==> src/rtl/rs_csee_ctrl.sv <==
// Stage-3 sequencer for the RS Chien-search / error-evaluation engine: buffers
// key-equation results, launches 24-beat sweeps, forwards beats, reports status.
module rs_csee_ctrl #(
  parameter int ITERATION = 24,
  parameter int SETTLE    = 2
) (
  input  logic        clk,
  input  logic        rstn,
  input  logic        rs_ena,
  input  logic        kes_valid,
  output logic        kes_ready,
  input  logic [7:0]  kes_lambda0,
  input  logic [7:0]  kes_lambda1,
  input  logic [7:0]  kes_lambda2,
  input  logic [7:0]  kes_omega0,
  input  logic [7:0]  kes_omega1,
  output logic        csee_ena,
  output logic [7:0]  csee_lambda0,
  output logic [7:0]  csee_lambda1,
  output logic [7:0]  csee_lambda2,
  output logic [7:0]  csee_omega0,
  output logic [7:0]  csee_omega1,
  input  logic        csee_ongo,
  input  logic [63:0] csee_errdata,
  input  logic [11:0] csee_syncbit,
  input  logic        csee_fail,
  output logic        out_valid,
  output logic [4:0]  out_beat,
  output logic        out_last,
  output logic [63:0] out_errdata,
  output logic [11:0] out_syncbit,
  output logic        stat_valid,
  output logic        stat_fail,
  output logic        ctrl_halt,
  output logic        proto_err
);

  typedef struct packed {
    logic [7:0] l0, l1, l2, o0, o1;
  } coef_t;

  typedef enum logic [2:0] {S_IDLE, S_RUN, S_SETTLE, S_REPORT, S_HALT} state_t;

  localparam logic [4:0] BEAT_LAST = 5'(ITERATION - 1);
  localparam logic [4:0] SET_LAST  = 5'(SETTLE - 1);

  state_t     state, nxt;
  logic [4:0] cnt;
  coef_t      kes_c, act_q, pend_q, drv;
  logic       act_full, pend_full, fail_q;
  logic       en, launch, launch_rep, kes_acc;

  assign kes_c      = {kes_lambda0, kes_lambda1, kes_lambda2, kes_omega0, kes_omega1};
  assign en         = rstn & rs_ena;
  // Launch either from IDLE or straight out of a passing REPORT with PEND waiting.
  assign launch_rep = (state == S_REPORT) & ~fail_q & pend_full;
  assign launch     = en & (((state == S_IDLE) & act_full) | launch_rep);
  assign kes_acc    = kes_valid & kes_ready;

  always_ff @(posedge clk) begin : state_reg
    if (!rstn) state <= S_IDLE;
    else       state <= nxt;
  end

  always_comb begin : next_state
    nxt = state;
    case (state)
      S_IDLE:   if (act_full) nxt = S_RUN;
      S_RUN:    if (cnt == BEAT_LAST) nxt = S_SETTLE;
      S_SETTLE: if (cnt == SET_LAST) nxt = S_REPORT;
      S_REPORT: nxt = fail_q ? S_HALT : (pend_full ? S_RUN : S_IDLE);
      S_HALT:   nxt = S_HALT;
      default:  nxt = S_IDLE;
    endcase
    if (!rs_ena) nxt = S_IDLE;
  end

  always_comb begin : outputs
    kes_ready  = en & ~pend_full & (state != S_HALT);
    csee_ena   = launch;
    stat_valid = (state == S_REPORT);
    stat_fail  = (state == S_REPORT) & fail_q;
    ctrl_halt  = (state == S_HALT);
    drv        = '0;
    if (launch & launch_rep) drv = pend_q;
    else if (act_full)       drv = act_q;
  end

  assign csee_lambda0 = drv.l0;
  assign csee_lambda1 = drv.l1;
  assign csee_lambda2 = drv.l2;
  assign csee_omega0  = drv.o0;
  assign csee_omega1  = drv.o1;

  always_ff @(posedge clk) begin : datapath
    if (!en) begin
      cnt         <= '0;
      act_q       <= '0;
      pend_q      <= '0;
      act_full    <= 1'b0;
      pend_full   <= 1'b0;
      fail_q      <= 1'b0;
      proto_err   <= 1'b0;
      out_valid   <= 1'b0;
      out_beat    <= '0;
      out_last    <= 1'b0;
      out_errdata <= '0;
      out_syncbit <= '0;
    end else begin
      if (launch)                 cnt <= 5'd1;
      else if (state == S_RUN)    cnt <= (cnt == BEAT_LAST) ? '0 : cnt + 5'd1;
      else if (state == S_SETTLE) cnt <= cnt + 5'd1;
      else                        cnt <= '0;

      if (state == S_SETTLE && cnt == SET_LAST) fail_q <= csee_fail;
      if (state == S_RUN && !csee_ongo) proto_err <= 1'b1;

      // Beat 0 is captured in the launch cycle, beats 1.. during RUN.
      out_valid   <= launch | (state == S_RUN);
      out_beat    <= (state == S_RUN) ? cnt : '0;
      out_last    <= (state == S_RUN) && (cnt == BEAT_LAST);
      out_errdata <= (launch | (state == S_RUN)) ? csee_errdata : '0;
      out_syncbit <= launch ? csee_syncbit : '0;

      if (state == S_REPORT && !fail_q) begin
        if (pend_full) begin
          act_q     <= pend_q;
          pend_full <= 1'b0;
        end else if (kes_acc) begin
          act_q     <= kes_c;
        end else begin
          act_full  <= 1'b0;
        end
      end else if (kes_acc) begin
        if (state == S_IDLE && !act_full) begin
          act_q     <= kes_c;
          act_full  <= 1'b1;
        end else begin
          pend_q    <= kes_c;
          pend_full <= 1'b1;
        end
      end
    end
  end

endmodule

==> config.mk <==
export PLATFORM = sky130hd
export DESIGN_NAME = rs_csee_ctrl
export DESIGN_NICKNAME = d
export VERILOG_FILES = /design/src/rtl/rs_csee_ctrl.sv
export SDC_FILE = /design/constraint.sdc
export NUM_CORES = 1
export LEC_CHECK = 0
export ABC_AREA = 1
export BUFFER_PORTS_ARGS = -buffer_cell sky130_fd_sc_hd__buf_2
export CORE_AREA = 3 3 123 125
export CTS_CLUSTER_SIZE = 10
export DETAILED_ROUTE_END_ITERATION = 7
export DIE_AREA = 0 0 126 128
export PLACE_DENSITY = 0.78
export SYNTH_ARGS = -nofsm -noshare
export SYNTH_HDL_FRONTEND = slang
export SYNTH_SLANG_ARGS = --single-unit
export TNS_END_PERCENT = 20
==> constraint.sdc <==
create_clock -name clk -period 2.3 [get_ports clk]
set_clock_uncertainty 0.2 [all_clocks]
set_input_delay 0.115 -clock clk [delete_from_list [all_inputs] [get_ports clk]]
set_output_delay 0.115 -clock clk [all_outputs]
set_load 0.005 [all_outputs]
==> results of run 1 <==
-- through the flow --
stage                     utilization (%)  std cells
after detailed placement             59.7       1324
after global placement               59.7       1324
final                                73.2       1482
after floorplan                         -        940
after global routing                 73.2       1482
after CTS                            72.7       1476
-- layout by cell type, fill, tap and decap left out, types with 12 or more instances in the layout --
| master | count |
|---|---|
| a21boi_1 | 29 |
| dfxtp_1 | 172 |
| o21ai_0 | 123 |
| a21boi_0 | 35 |
| buf_4 | 12 |
| inv_1 | 110 |
| clkbuf_16 | 18 |
| buf_2 | 250 |
| nor2_1 | 195 |
| dlygate4sd3_1 | 121 |
| nand3_1 | 46 |
| nand2_1 | 141 |
-- Yosys cell counts (6+ instances only) --
| cell type | n | area [sq um] |
|---|---|---|
| a21boi_0 | 35 | 263 |
| inv_1 | 111 | 417 |
| nand3_1 | 47 | 235 |
| o21ai_0 | 127 | 636 |
| buf_2 | 16 | 80.1 |
| clkbuf_1 | 38 | 143 |
| dfxtp_1 | 175 | 3500 |
| buf_1 | 6 | 22.5 |
| nand2_1 | 142 | 533 |
| nor2_1 | 195 | 732 |
| a21boi_1 | 29 | 218 |
-- area by class of cell --
| class | count | area [sq um] | area share, % |
|---|---|---|---|
| Sequential cell | 175 | 3510 | 34.2 |
| Multi-Input combinational cell | 592 | 2770 | 27.1 |
| Timing Repair Buffer | 391 | 2710 | 26.4 |
| Clock buffer | 19 | 433 | 4.23 |
| Inverter | 113 | 424 | 4.14 |
| Tap cell | 180 | 225 | 2.20 |
| Clock inverter | 12 | 174 | 1.70 |
-- power by group --
part	internal, mW	leakage [nW]	switching, mW
clock	1.74	0.298	1.32
combinational	0.270	3.29	0.185
sequential	3.04	1.41	0.00737
-- metal layers --
metal	wire (um)	part of all wire (%)	global-route usage [%]
met5	0	0	0
met2	11900	49	48.3
met3	1840	7.6	7.42
met4	1070	4.4	14.1
met1	9330	39	32.7
-- worst reg2reg max path, stage by stage, from the launching register on --
cell and delay (ns):
dfxtp_1 0.36, inv_2 0.07, nand3_2 0.10, nor2_4 0.06, nand2_2 0.08, buf_4 0.56, o21ai_0 0.23, nor2_1 0.16
nor2_1 0.06
-- kinds of logic (layout without fill, tap and decap cells) --
kind of cell / count (synthesis) / after routing
buffers and inverters: 174 / 535
adder cells (fa/ha/maj): 2 / 2
XOR/XNOR: 2 / 2
flip-flops: 175 / 175
AND/OR/NAND/NOR: 392 / 393
AO/OA/AOI/OAI: 195 / 195
-- final timing paths --
| kind | start | to |
|---|---|---|
| setup / recovery | rs_ena | csee_omega0[6] |
| hold / removal | rstn | state[0] |
| setup reg to reg | state[2] | act_q[12] |
| hold reg to reg | proto_err | proto_err |
-- repair_timing --
action                                 4_1_cts  5_1_grt
hold buffers                               121        0
buffers inserted                             0        3
setup endpoints to repair                    1       18
endpoints found under the hold margin      161        0
resized for setup                            1        8
pin swaps                                    0        1
cloned                                       0        3
==> flow_metrics.tcl, run 1 <==
set metrics [dict create \
    status "complete, no violations" \
    path_cells "dlygate4sd3_1, buf_2, nand2_1, inv_2, nand3_4, buf_12, nand3_1, o21ai_0, buf_2" \
    io_buffers 250 \
    grt_pass1_wl_um 36200 \
    cp_slowest_cell "dlygate4sd3_1" \
    yosysSeqAreaShare_pct 50.6 \
    leakagePower_nw 5.00 \
    crit_arrival_ns 1.89 \
    placed_area_sq_um 8350 \
    first_global_vias 6997 \
    syn_nets 1064 \
    dp_slack_ns 0.396 \
    worst-path-stages 9 \
    timing.final.crit_share_pct 95.7 \
    cts_tree "built" \
    detail_route.wl_per_cell_um 16.3 \
    dieHeight_um 128 \
    synth_compound_area_share_pct 16.5 \
    synth_area_sq_um 6930 \
    tns_ns 0 \
    synth_seq_cells 175 \
    cp.required_ns 1.99 \
    synth_cells 940 \
    cts.sinks 175 \
    hold-worst-slack_ns 0.0341 \
    io_pins 251 \
    start_util_pct 49.5 \
    viasPerCell 5.02 \
    ir_drop_uv 549 \
    drt_wl_total_um 24200 \
    ys.flop_type "dfxtp_1" \
    clkLatencyLatePin_ns 0.43 \
    ys_warn_count 0 \
    synth_top_family_by_area "simple AND/OR/NAND/NOR gates" \
    num_vias 7435 \
    hp-class "input pin to flip-flop" \
    grtUsageTotal_pct 28.2 \
    synth_xor_area_share_pct 0.253 \
    worstMarginPinSlew_ns 0.716 \
    cellPowerDensity_nw_per_um2 641 \
    nets 1414 \
    antenna_found_initial 0 \
    die-area_sq_um 16100 \
    synthSimpleGateAreaFrac_pct 22.5 \
    slew_violations 0 \
    place_congestion 0.844 \
    synthToLayoutAreaGrowth_pct 47.9 \
    drv_cap 0 \
    crit_path_end_kind "primary output" \
    path_buf_inv 5 \
    grt_max_degree 81 \
    final-hold-violation-count 0 \
    drt.antenna.violating_nets 0 \
    fin_area_sq_um 10200 \
    async_reset_ff_share_pct 0 \
    diodes 0 \
    drc 0 \
    drt_iter0_drc 666 \
    whs_path_depth 5 \
    cts_made_buffers 17 \
    core_area_sq_um 14000 \
    grt-ovfl-total 0 \
    drive_gt1_share_pct 24.1 \
    largest_reg_flops 64 \
    path_clk_slew_ns 0.07 \
    synth.avg_cell_area_sq_um 7.37 \
    synthMuxAreaShare_pct 0 \
    rrSetupSlack_ns 0.33 \
    relSlewSlack_pct 52.2 \
    rsz0062_at_grt "true" \
    synthAdderAreaFrac_pct 0.361 \
    cp_slowest_stage_delay_ns 0.53 \
    biggestRegsByFlops "out_errdata: 64 flops, act_q: 40 flops, pend_q: 40 flops" \
    regMostFlops "out_errdata" \
    yosysUniqueCellTypes 23 \
    fin_ws_ns 0.0998 \
    place_hpwl_um 13000 \
    cpMostUsedCell "buf_2" \
    htreeDepth 4 \
    power.total_mw 6.57 \
    worst_setup_path_start_kind "input pin" \
    clock.fmax_ghz 0.455 \
    crit_family "buffers and inverters" \
    ff2ff_path_depth 8 \
    clockRootBuffer "clkbuf_16" \
    crit_type "input pin to primary output" \
    setup_viol 0 \
    fill_cells 1014 \
    synth_edf_count 0 \
    finalCriticalPeriod_ns 2.20 \
    drt_first_pass_iters 5 \
    critical_path.max_fanout 40 \
    clockBufferDepth 2 \
    rows 43 \
    fp.dieW_um 126 \
]
(Power assumes the default switching activity.)
==> inputs of run 2 (changes only) <==
PLACE_DENSITY = not set   (was 0.78)
PLACE_DENSITY_LB_ADDON = 0.15   (was not set)
SETUP_SLACK_MARGIN = 0.4   (was not set)
==> flow_metrics.tcl, run 2 (synthesis gave the netlist of run 1 again) <==
set metrics [dict create \
    fill_cells 1043 \
    finalCriticalPeriod_ns 2.08 \
    grt_max_degree 84 \
    drv_cap 0 \
    place_hpwl_um 12100 \
    cts.sinks 175 \
    clock.fmax_ghz 0.480 \
    tns_ns 0 \
    grt_pass1_wl_um 34700 \
    drt_wl_total_um 22500 \
    slew_violations 0 \
    die-area_sq_um 16100 \
    whs_path_depth 5 \
    place_congestion 0.820 \
    clkLatencyLatePin_ns 0.43 \
    setup_viol 0 \
    grtUsageTotal_pct 26.8 \
    worst_setup_path_start_kind "flip-flop" \
    start_util_pct 49.5 \
    cellPowerDensity_nw_per_um2 591 \
    detail_route.wl_per_cell_um 15.1 \
    dp_slack_ns 0.309 \
    largest_reg_flops 64 \
    cts_tree "built" \
    drc 0 \
    io_buffers 250 \
    drt_first_pass_iters 5 \
    crit_type "flip-flop to primary output" \
    crit_path_end_kind "primary output" \
    clockBufferDepth 2 \
    cp.required_ns 1.99 \
    hp-class "input pin to flip-flop" \
    final_cell_mix "250 x buf_2, 194 x nor2_1, 172 x dfxtp_1" \
    final_common_cell "buf_2" \
    nets 1416 \
    rows 43 \
    first_global_vias 6989 \
    crit_arrival_ns 1.77 \
    path_clk_slew_ns 0.06 \
    biggestRegsByFlops "out_errdata: 64 flops, act_q: 40 flops, pend_q: 40 flops" \
    cts_made_buffers 17 \
    io_pins 251 \
    fin_ws_ns 0.217 \
    antenna_found_initial 0 \
    ir_drop_uv 552 \
    timing.final.crit_share_pct 90.5 \
    rsz0062_at_grt "true" \
    viasPerCell 4.85 \
    final-hold-violation-count 0 \
    ff2ff_path_depth 9 \
    worstMarginPinSlew_ns 0.568 \
    regMostFlops "out_errdata" \
    relSlewSlack_pct 62.1 \
    status "complete, no violations" \
    clockRootBuffer "clkbuf_16" \
    synthToLayoutAreaGrowth_pct 51.2 \
    critical_path.max_fanout 10 \
    drive_gt1_share_pct 25.8 \
    leakagePower_nw 5.05 \
    core_area_sq_um 14000 \
    num_vias 7208 \
    diodes 0 \
    htreeDepth 4 \
    drt_iter0_drc 505 \
    grt-ovfl-total 0 \
    fp.dieW_um 126 \
    dieHeight_um 128 \
    drt.antenna.violating_nets 0 \
]
## run 2: cell types whose count changed in the layout (fill, tap and decap cells not counted), moves of 4 or more
cell,previous run,this run
o21ai_1,4,25
o21ai_2,1,8
nand3_1,46,39
o21ai_0,123,92
buf_4,12,7
buf_16,0,4
nand3_2,2,6
## run 2: final timing paths
path / startpoint / to / slack (ns)
worst min-delay path: rs_ena / state[0] / 0.02
worst max-delay path: state[2] / csee_omega1[2] / 0.22
worst min register to register: pend_q[26] / pend_q[26] / 0.28
worst max register to register: state[2] / out_errdata[1] / 0.39
## run 2: layout make-up
class                      instances  area, sq um  share of cell area, %
inverter                         113          434                   4.15
sequential                       175         3510                   33.5
clock inverter                    10         80.1                  0.765
multi-input combinational        591         2890                   27.6
timing repair buffer             394         2860                   27.3
tap                              180          225                   2.15
clock buffer                      22          474                   4.53
## run 2: worst max-delay path: stages, from the launching register on
cell and delay [ns]:
dfxtp_2 0.34, inv_4 0.06, nand3_4 0.07, nor2_4 0.12, nand3_4 0.11, buf_12 0.18
clkbuf_16 0.18, o21ai_1 0.14, buf_2 0.13
## run 2: metrics by stage
stage / std cells / hold slack [ns] / util [%] / total power, mW / area, sq um
floorplan: 940 / 0.0272 / - / 3.24 / 6930
global placement: 1318 / 0.111 / 59.2 / 3.38 / 8280
detailed placement: 1318 / 0.135 / 59.2 / 3.38 / 8280
CTS: 1480 / 0.0438 / 73.7 / 6.21 / 10300
global route: 1485 / 0.0764 / 74.8 / 6.40 / 10500
finish: 1485 / 0.0241 / 74.8 / 6.19 / 10500
## run 2: per-layer routing
layer | global-route usage (%) | wire length [um] | vias up
li1 | - | - | 3640
met1 | 29.7 | 8670 | 3249
met2 | 48.8 | 11700 | 272
met3 | 6.54 | 1460 | 47
met4 | 11.7 | 649 | 0
met5 | 0 | 0 | -
## run 2: power breakdown
part           total (mW)  leakage [nW]  internal [mW]  switching, mW
clock network        2.70         0.264           1.48           1.21
registers            3.05          1.41           3.04        0.00654
logic               0.444          3.37          0.268          0.176
## run 2: repair_timing
item,4_1_cts,5_1_grt
setup endpoints to repair,128,156
hold buffers,120,0
resized for setup,49,34
endpoints found under the hold margin,160,0
setup buffers,6,1
cloned,4,4
pin swaps,1,1
==> inputs of run 3 (changes only) <==
RECOVER_POWER = 50   (was not set)
==> flow_metrics.tcl, run 3 (synthesis gave the netlist of run 1 again) <==
set metrics [dict create \
    status "complete, no violations" \
    clockBufferDepth 2 \
    grt_pass1_wl_um 34700 \
    leakagePower_nw 4.71 \
    cts_made_buffers 17 \
    grtUsageTotal_pct 26.8 \
    rows 43 \
    fp.dieW_um 126 \
    drt_wl_total_um 22400 \
    rsz0062_at_grt "true" \
    clock.fmax_ghz 0.473 \
    clockRootBuffer "clkbuf_16" \
    crit_path_end_kind "primary output" \
    largest_reg_flops 64 \
    drc 0 \
    antenna_found_initial 0 \
    start_util_pct 49.5 \
    cp.required_ns 1.99 \
    grt-ovfl-total 0 \
    setup_viol 0 \
    cts_tree "built" \
    grt_max_degree 84 \
    drt.antenna.violating_nets 0 \
    drt_iter0_drc 490 \
    dp_slack_ns 0.309 \
    drive_gt1_share_pct 19.7 \
    crit_type "flip-flop to primary output" \
    cellPowerDensity_nw_per_um2 597 \
    regMostFlops "out_errdata" \
    nets 1416 \
    place_hpwl_um 12100 \
    final_cell_mix "195 x nor2_1, 176 x buf_2, 173 x dfxtp_1" \
    crit_arrival_ns 1.80 \
    worst_setup_path_start_kind "flip-flop" \
    first_global_vias 6989 \
    synthToLayoutAreaGrowth_pct 49.5 \
    io_buffers 250 \
    drv_cap 0 \
    critical_path.max_fanout 14 \
    fill_cells 1095 \
    dieHeight_um 128 \
    slew_violations 0 \
    clkLatencyLatePin_ns 0.43 \
    fin_ws_ns 0.185 \
    relSlewSlack_pct 61.9 \
    diodes 0 \
    worstMarginPinSlew_ns 0.572 \
    hp-class "input pin to flip-flop" \
    htreeDepth 4 \
    num_vias 7172 \
    cts.sinks 175 \
    tns_ns 0 \
    biggestRegsByFlops "out_errdata: 64 flops, act_q: 40 flops, pend_q: 40 flops" \
    detail_route.wl_per_cell_um 15.1 \
    die-area_sq_um 16100 \
    path_clk_slew_ns 0.06 \
    timing.final.crit_share_pct 91.9 \
    ir_drop_uv 553 \
    io_pins 251 \
    viasPerCell 4.83 \
    drt_first_pass_iters 5 \
    finalCriticalPeriod_ns 2.11 \
    final-hold-violation-count 0 \
    final_common_cell "nor2_1" \
    place_congestion 0.820 \
    core_area_sq_um 14000 \
]
run 3: changes by cell type in the layout (fill, tap and decap cells not counted), moves of 2 or more:
cell | previous run | this run
nand2_1 | 140 | 142
a21boi_0 | 35 | 50
buf_4 | 7 | 4
a21boi_1 | 29 | 14
nand2_2 | 3 | 1
clkbuf_1 | 2 | 76
buf_2 | 250 | 176
run 3: where the power goes:
part / internal [mW] / switching, mW / leakage, nW / total (mW)
clock: 1.48 / 1.21 / 0.264 / 2.70
sequential: 3.04 / 0.00677 / 1.41 / 3.05
combinational: 0.264 / 0.176 / 3.03 / 0.440
run 3: final timing paths:
kind / end / cells past startpoint / slack, ns / startpoint
setup / recovery: csee_ena / 9 / 0.19 / state[2]
hold / removal: state[0] / 5 / 0.03 / rs_ena
setup reg to reg: out_errdata[1] / 9 / 0.27 / state[2]
hold reg to reg: pend_q[26] / 2 / 0.28 / pend_q[26]
run 3: what timing repair did:
item | CTS | global route
resized for setup | 49 | 34
hold buffers | 120 | 0
setup buffers | 6 | 1
endpoints found under the hold margin | 160 | 0
pin swaps | 1 | 1
endpoints found under the setup margin | 128 | 156
gates cloned | 4 | 4
run 3: final cells by class:
cell class                 instances  area [sq um]  area share (%)
clock buffer                      22           474            4.58
clock inverter                    10          80.1           0.773
inverter                         113           434            4.19
multi-input combinational        591          2880            27.8
sequential                       175          3510            33.9
tap                              180           225            2.17
timing repair buffer             394          2760            26.6
run 3: layer usage:
layer	vias up	share of wire [%]	wire length, um	GRT usage, %
li1	3636	-	-	-
met1	3232	39	8670	29.7
met2	257	52	11600	48.8
met3	47	6.5	1450	6.54
met4	0	2.9	650	11.7
met5	-	0	0	0
run 3: metrics by stage:
stage / hold slack [ns] / power [mW] / util [%] / instance area, sq um / cells
after floorplan: 0.0272 / 3.24 / - / 6930 / 940
after global placement: 0.111 / 3.38 / 59.2 / 8280 / 1318
after detailed placement: 0.135 / 3.38 / 59.2 / 8280 / 1318
after CTS: 0.0438 / 6.21 / 73.7 / 10300 / 1480
after global routing: 0.0764 / 6.40 / 74.0 / 10400 / 1485
final: 0.0275 / 6.19 / 74.0 / 10400 / 1485
run 3: worst max-delay path, stage by stage (launching register included):
cell and delay [ns]:
dfxtp_1 0.34, inv_4 0.07, nand3_4 0.07, nor2_4 0.12, clkbuf_1 0.19, nand2_1 0.12
o21ai_2 0.11, nand2_4 0.16, inv_1 0.07, buf_2 0.10
